==> config.mk <==
export PLATFORM = sky130hd
export DESIGN_NAME = hx8352_bus_arbiter
export DESIGN_NICKNAME = d
export VERILOG_FILES = /design/src/rtl/hx8352_bus_arbiter.sv
export SDC_FILE = /design/constraint.sdc
export NUM_CORES = 1
export LEC_CHECK = 0
export CAP_MARGIN = 20
export CORE_AREA = 5 5 68 70
export CTS_CLUSTER_DIAMETER = 120
export DETAILED_ROUTE_END_ITERATION = 7
export DIE_AREA = 0 0 73 75
export GPL_ROUTABILITY_DRIVEN = 0
export GPL_TIMING_DRIVEN = 1
export PLACE_DENSITY = 0.87
export SYNTH_ARGS = -nofsm -noshare
export SYNTH_HDL_FRONTEND = slang
export SYNTH_SLANG_ARGS = --single-unit
==> constraint.sdc <==
create_clock -name clk -period 2.5 [get_ports clk]
set_input_delay 0.5 -clock clk [delete_from_list [all_inputs] [get_ports clk]]
set_output_delay 0.5 -clock clk [all_outputs]
set_load 0.02 [all_outputs]
==> src/rtl/hx8352_bus_arbiter.sv <==
// Two-port arbiter and 8080-style CS/RS/WR strobe generator for the HX8352 LCD write bus, with locked bursts.
// Define HX8352_ARB_FIXED_PRIO_EN for fixed priority (port 0 wins ties); default is round-robin.
module hx8352_bus_arbiter #(
    parameter int WR_LOW_CYCLES  = 2,
    parameter int WR_HIGH_CYCLES = 2
) (
    input  logic        clk,
    input  logic        rst,
    input  logic        req0_valid,
    input  logic        req0_rs,
    input  logic [15:0] req0_data,
    input  logic        req0_lock,
    output logic        req0_ready,
    input  logic        req1_valid,
    input  logic        req1_rs,
    input  logic [15:0] req1_data,
    input  logic        req1_lock,
    output logic        req1_ready,
    output logic        grant,
    output logic        busy,
    output logic        lcd_cs,
    output logic        lcd_wr,
    output logic        lcd_rd,
    output logic        lcd_rs,
    output logic [15:0] lcd_data
);
    typedef enum logic [2:0] {IDLE, SETUP, WR_LO, WR_HI, HOLD} state_t;

    localparam logic [7:0] LO_LOAD = 8'(WR_LOW_CYCLES - 1);
    localparam logic [7:0] HI_LOAD = 8'(WR_HIGH_CYCLES - 1);

    state_t     state, state_nxt;
    logic [7:0] cnt, cnt_nxt;
    logic       grant_nxt;
    logic       winner;
    logic       accept;
    logic       own_valid;
    logic       own_lock;

`ifdef HX8352_ARB_FIXED_PRIO_EN
    assign winner = !req0_valid;
`else
    logic last;
    // On a tie the port that did not own the bus last time wins.
    assign winner = (req0_valid && req1_valid) ? !last : req1_valid;
`endif

    assign own_valid = grant ? req1_valid : req0_valid;
    assign own_lock  = grant ? req1_lock  : req0_lock;

    always_comb begin
        state_nxt = state;
        cnt_nxt   = cnt;
        grant_nxt = grant;
        accept    = 1'b0;
        case (state)
            IDLE: begin
                if (req0_valid || req1_valid) begin
                    grant_nxt = winner;
                    accept    = 1'b1;
                    state_nxt = SETUP;
                end
            end
            SETUP: begin
                state_nxt = WR_LO;
                cnt_nxt   = LO_LOAD;
            end
            WR_LO: begin
                if (cnt == 8'd0) begin
                    state_nxt = WR_HI;
                    cnt_nxt   = HI_LOAD;
                end else begin
                    cnt_nxt = cnt - 8'd1;
                end
            end
            WR_HI: begin
                if (cnt != 8'd0) begin
                    cnt_nxt = cnt - 8'd1;
                end else if (!own_lock) begin
                    state_nxt = IDLE;
                end else if (own_valid) begin
                    accept    = 1'b1;
                    state_nxt = SETUP;
                end else begin
                    state_nxt = HOLD;
                end
            end
            HOLD: begin
                // A word offered as the lock drops is still taken, as the final one.
                if (own_valid) begin
                    accept    = 1'b1;
                    state_nxt = SETUP;
                end else if (!own_lock) begin
                    state_nxt = IDLE;
                end
            end
            default: state_nxt = IDLE;
        endcase
    end

    always_ff @(posedge clk) begin
        if (rst) begin
            state    <= IDLE;
            cnt      <= 8'd0;
            grant    <= 1'b0;
            lcd_rs   <= 1'b0;
            lcd_data <= 16'd0;
        end else begin
            state <= state_nxt;
            cnt   <= cnt_nxt;
            grant <= grant_nxt;
            if (accept) begin
                lcd_rs   <= grant_nxt ? req1_rs   : req0_rs;
                lcd_data <= grant_nxt ? req1_data : req0_data;
            end
        end
    end

`ifndef HX8352_ARB_FIXED_PRIO_EN
    always_ff @(posedge clk) begin
        if (rst) begin
            last <= 1'b1;
        end else if (state != IDLE && state_nxt == IDLE) begin
            last <= grant;
        end
    end
`endif

    assign req0_ready = accept && !rst && !grant_nxt;
    assign req1_ready = accept && !rst && grant_nxt;
    assign busy       = (state != IDLE);
    assign lcd_cs     = (state == IDLE);
    assign lcd_wr     = (state != WR_LO);
    assign lcd_rd     = 1'b1;

endmodule

==> run summary <==
Synth Flop Type: dfxtp_1
Logic pwr share: 53.6%
critical path type: in2out
final std cells w/o fill: 311
slowest CP cell: a2111oi_2
Worst path depth: 6
Reg area: 601 um^2
DP Worst Slack: -0.555 ns
FILL cells: 338
RR Startpoint: cnt[2]
Critical Path Start: req0_valid
Port Buffer Count: 62
Worst-Skew Late Latency: 0.27 ns
number of vias per cell: 5.14
total grt overflow: 0
critical path peak fanout: 4
pin count of the biggest net entering global routing: 35
setup violators final: 0
Syn. warnings: 0
multiplexer area fraction after synthesis: 1.23%
internal cell power: 1.46 mW
compound-gate portion of the synthesized area: 21.3%
xor/xnor share of the synthesized area: 3.22%
Post-synth EDFFs: 0
vias in the first global route: 1598
via count: 1597
Avg Inst Size Synth: 8.67 um^2
Worst Setup End Kind: primary output
initial antenna violation count: 0
outcome: finished clean
die area: 5480 um^2
per-cell routed wire length: 13.8 um
Finished Cell Area: 2440 um^2
adder-cell share of the synthesized area: 1.53%
leakage power: 0.959 nW
final hold slack: 0.495 ns
antenna-violating nets left: 0
die height: 75 um
cell depth of the worst min-delay path: 2
Tcrit/Tclk final: 91.6%
syn_nets: 230
total power: 2.42 mW
Num Clock Sinks: 30
CP arrival: 1.79 ns
setup slack, reg-to-reg: 0.55 ns
gr usage total: 16.9%
Clock Path Buffers: 2
Distinct cells, synth: 41
1st-pass router iterations: 4
total clock buffers created by CTS: 5
Clock power frac: 15.6%
Core Util, Final: 62.2%
Switching Power: 959 uW
RSZ-0062 raised after global routing: false
io pins: 64
global-route wire length before repair: 7080 um
drt total wl: 4280 um
DPL Wire Length: 3240 um
required time worst endpoint: 2.00 ns
Reg clk slew, reported paths: 0.06 ns
final worst path period need: 2.29 ns
placed inst area: 2350 um^2
H-tree depth: 2
maximum clock frequency: 437 MHz
family with the most delay on the worst path: compound AO/OA/AOI/OAI gates
maximum vdd drop: 0.535 mV
row count: 23
clk_skew: 0.00473 ns
simple logic cell fraction of the synthesized area: 28.8%
number of max-cap violations: 0
Core Footprint: 3910 um^2
Final Max Slew Viols: 0
Die W: 73 um
Worst Reg-to-Reg Cells: 6
Final TNS setup: 0 ns
share of cells above drive strength 1: 18.0%
share of async-settable or async-resettable flops after synthesis: 0%
min-delay src: lcd_data[1]
area grow syn2layout: 49.4%
Worst Setup Slack, final: 0.211 ns
max incr delay on CP: 0.39 ns
TritonCTS clock tree: yes
Starting Density: 41.7%
crit path launch type: input pin
Antenna Cells: 0
Hold Vio Cnt, Final: 0
R2R Path End: lcd_data[8]
sequential power share: 30.8%
Root Driver: clkbuf_8
Placed Cells: 304
Multi-input gate area: 927 um^2
worst hold path class: reg2reg
DRC: 0
Yosys reg bits: 30
crit path buf inv count: 2
pwr dens: 993 nW/um^2
DRT iter0 DRCs: 70
Mapped Area: 1630 um^2
switching share of power: 39.7%
synthesized instance count: 188
Hold EP: lcd_data[1]
main combinational cell family by area after synthesis: simple AND/OR/NAND/NOR gates
cells along the critical path: dlygate4sd2_1 > nor2_1 > a2111oi_2 > a41o_1 > nor3b_2 > buf_4
Layout Nets: 304
Seq/Total Area, Yosys: 36.8%
power by group through the flow:
| stage | Clock [mW] | Combinational [mW] | Sequential [mW] |
|---|---|---|---|
| 2_1_floorplan | 0 | 0.779 | 0.829 |
| 3_3_place_gp | 0 | 1.27 | 0.747 |
| 3_5_place_dp | 0 | 1.29 | 0.757 |
| 4_1_cts | 0.391 | 1.31 | 0.747 |
| 5_1_grt | 0.411 | 1.42 | 0.767 |
| 6_report | 0.376 | 1.30 | 0.745 |
layout by cell type, fill, tap and decap left out, types with 2 or more instances in the layout:
cell type and instances:
a21oi_1 2, a311oi_1 6, a311oi_2 11, a32o_1 2, buf_4 20, clkbuf_8 6, clkdlybuf4s50_1 58, dfxtp_1 30
dlygate4sd2_1 2, ha_1 2, inv_1 4, mux2i_1 2, nand2_1 41, nand3_1 4, nand4_1 2, nor2_1 34
nor2b_1 4, nor3_1 2, nor3b_2 2, o21bai_1 2, xor2_1 6
Yosys cell counts (2+ instances only):
master / number / area share [%]
clkbuf_1: 4 / 0.92
nor2b_1: 4 / 1.5
mux2i_1: 2 / 1.2
nand4_1: 2 / 0.77
a21oi_1: 2 / 0.61
a311oi_2: 11 / 10
inv_1: 4 / 0.92
nor2_1: 34 / 7.8
ha_1: 2 / 1.5
dfxtp_1: 30 / 37
a32o_1: 2 / 1.2
a311oi_1: 6 / 3.2
buf_4: 5 / 2.3
o21bai_1: 2 / 0.92
xor2_1: 6 / 3.2
nor3_1: 2 / 0.61
nor3b_1: 2 / 0.92
nand2_1: 41 / 9.4
buf_8: 2 / 1.8
nand3_1: 4 / 1.2
layer usage:
layer | global-route usage, % | wire (um) | vias up
li1 | - | - | 797
met4 | 6.97 | 72 | 0
met3 | 9.35 | 540 | 8
met5 | 0 | 0 | -
met1 | 17.6 | 1570 | 722
met2 | 28.2 | 2100 | 70
worst register-to-register path, delay by kind of cell, from the launching register on:
family | cells | cell delay (ns)
AO/OA/AOI/OAI | 2 | 0.46
buffers and inverters | 1 | 0.37
flip-flops | 1 | 0.33
AND/OR/NAND/NOR | 3 | 0.69
layout make-up:
| class | instances | area share (%) |
|---|---|---|
| Sequential cell | 30 | 24.7 |
| Multi-Input combinational cell | 141 | 38.1 |
| Tap cell | 50 | 2.57 |
| Timing Repair Buffer | 80 | 30.7 |
| Inverter | 4 | 0.616 |
| Clock buffer | 6 | 3.39 |
flip-flops by register name (all words and copies together) (netlist names):
register / flops
lcd_data: 16
cnt: 8
state: 3
grant: 1
last: 1
lcd_rs: 1
repair_timing:
action | 4_1_cts | 5_1_grt
setup endpoints to repair | 2 | 0
hold buffers | 0 | 0
resized for setup | 12 | 0
setup buffers | 1 | 0
endpoints found under the hold margin | 0 | 0
cell families after synthesis:
logic type | after synthesis
adders and majority gates | 2
muxes | 2
AOI/OAI and AO/OA | 31
and+or+nand+nor | 99
DFF | 30
other | 1
xor gates and xnor gates | 6
buffers and inverters | 17
how the worst max path moves through the flow:
stage / end
4_1_cts: req1_ready
5_1_grt: req1_ready
2_1_floorplan: req0_ready
6_report: req1_ready
3_5_place_dp: req1_ready
3_3_place_gp: req0_ready
No activity file was read; power rests on OpenSTA's default activity.
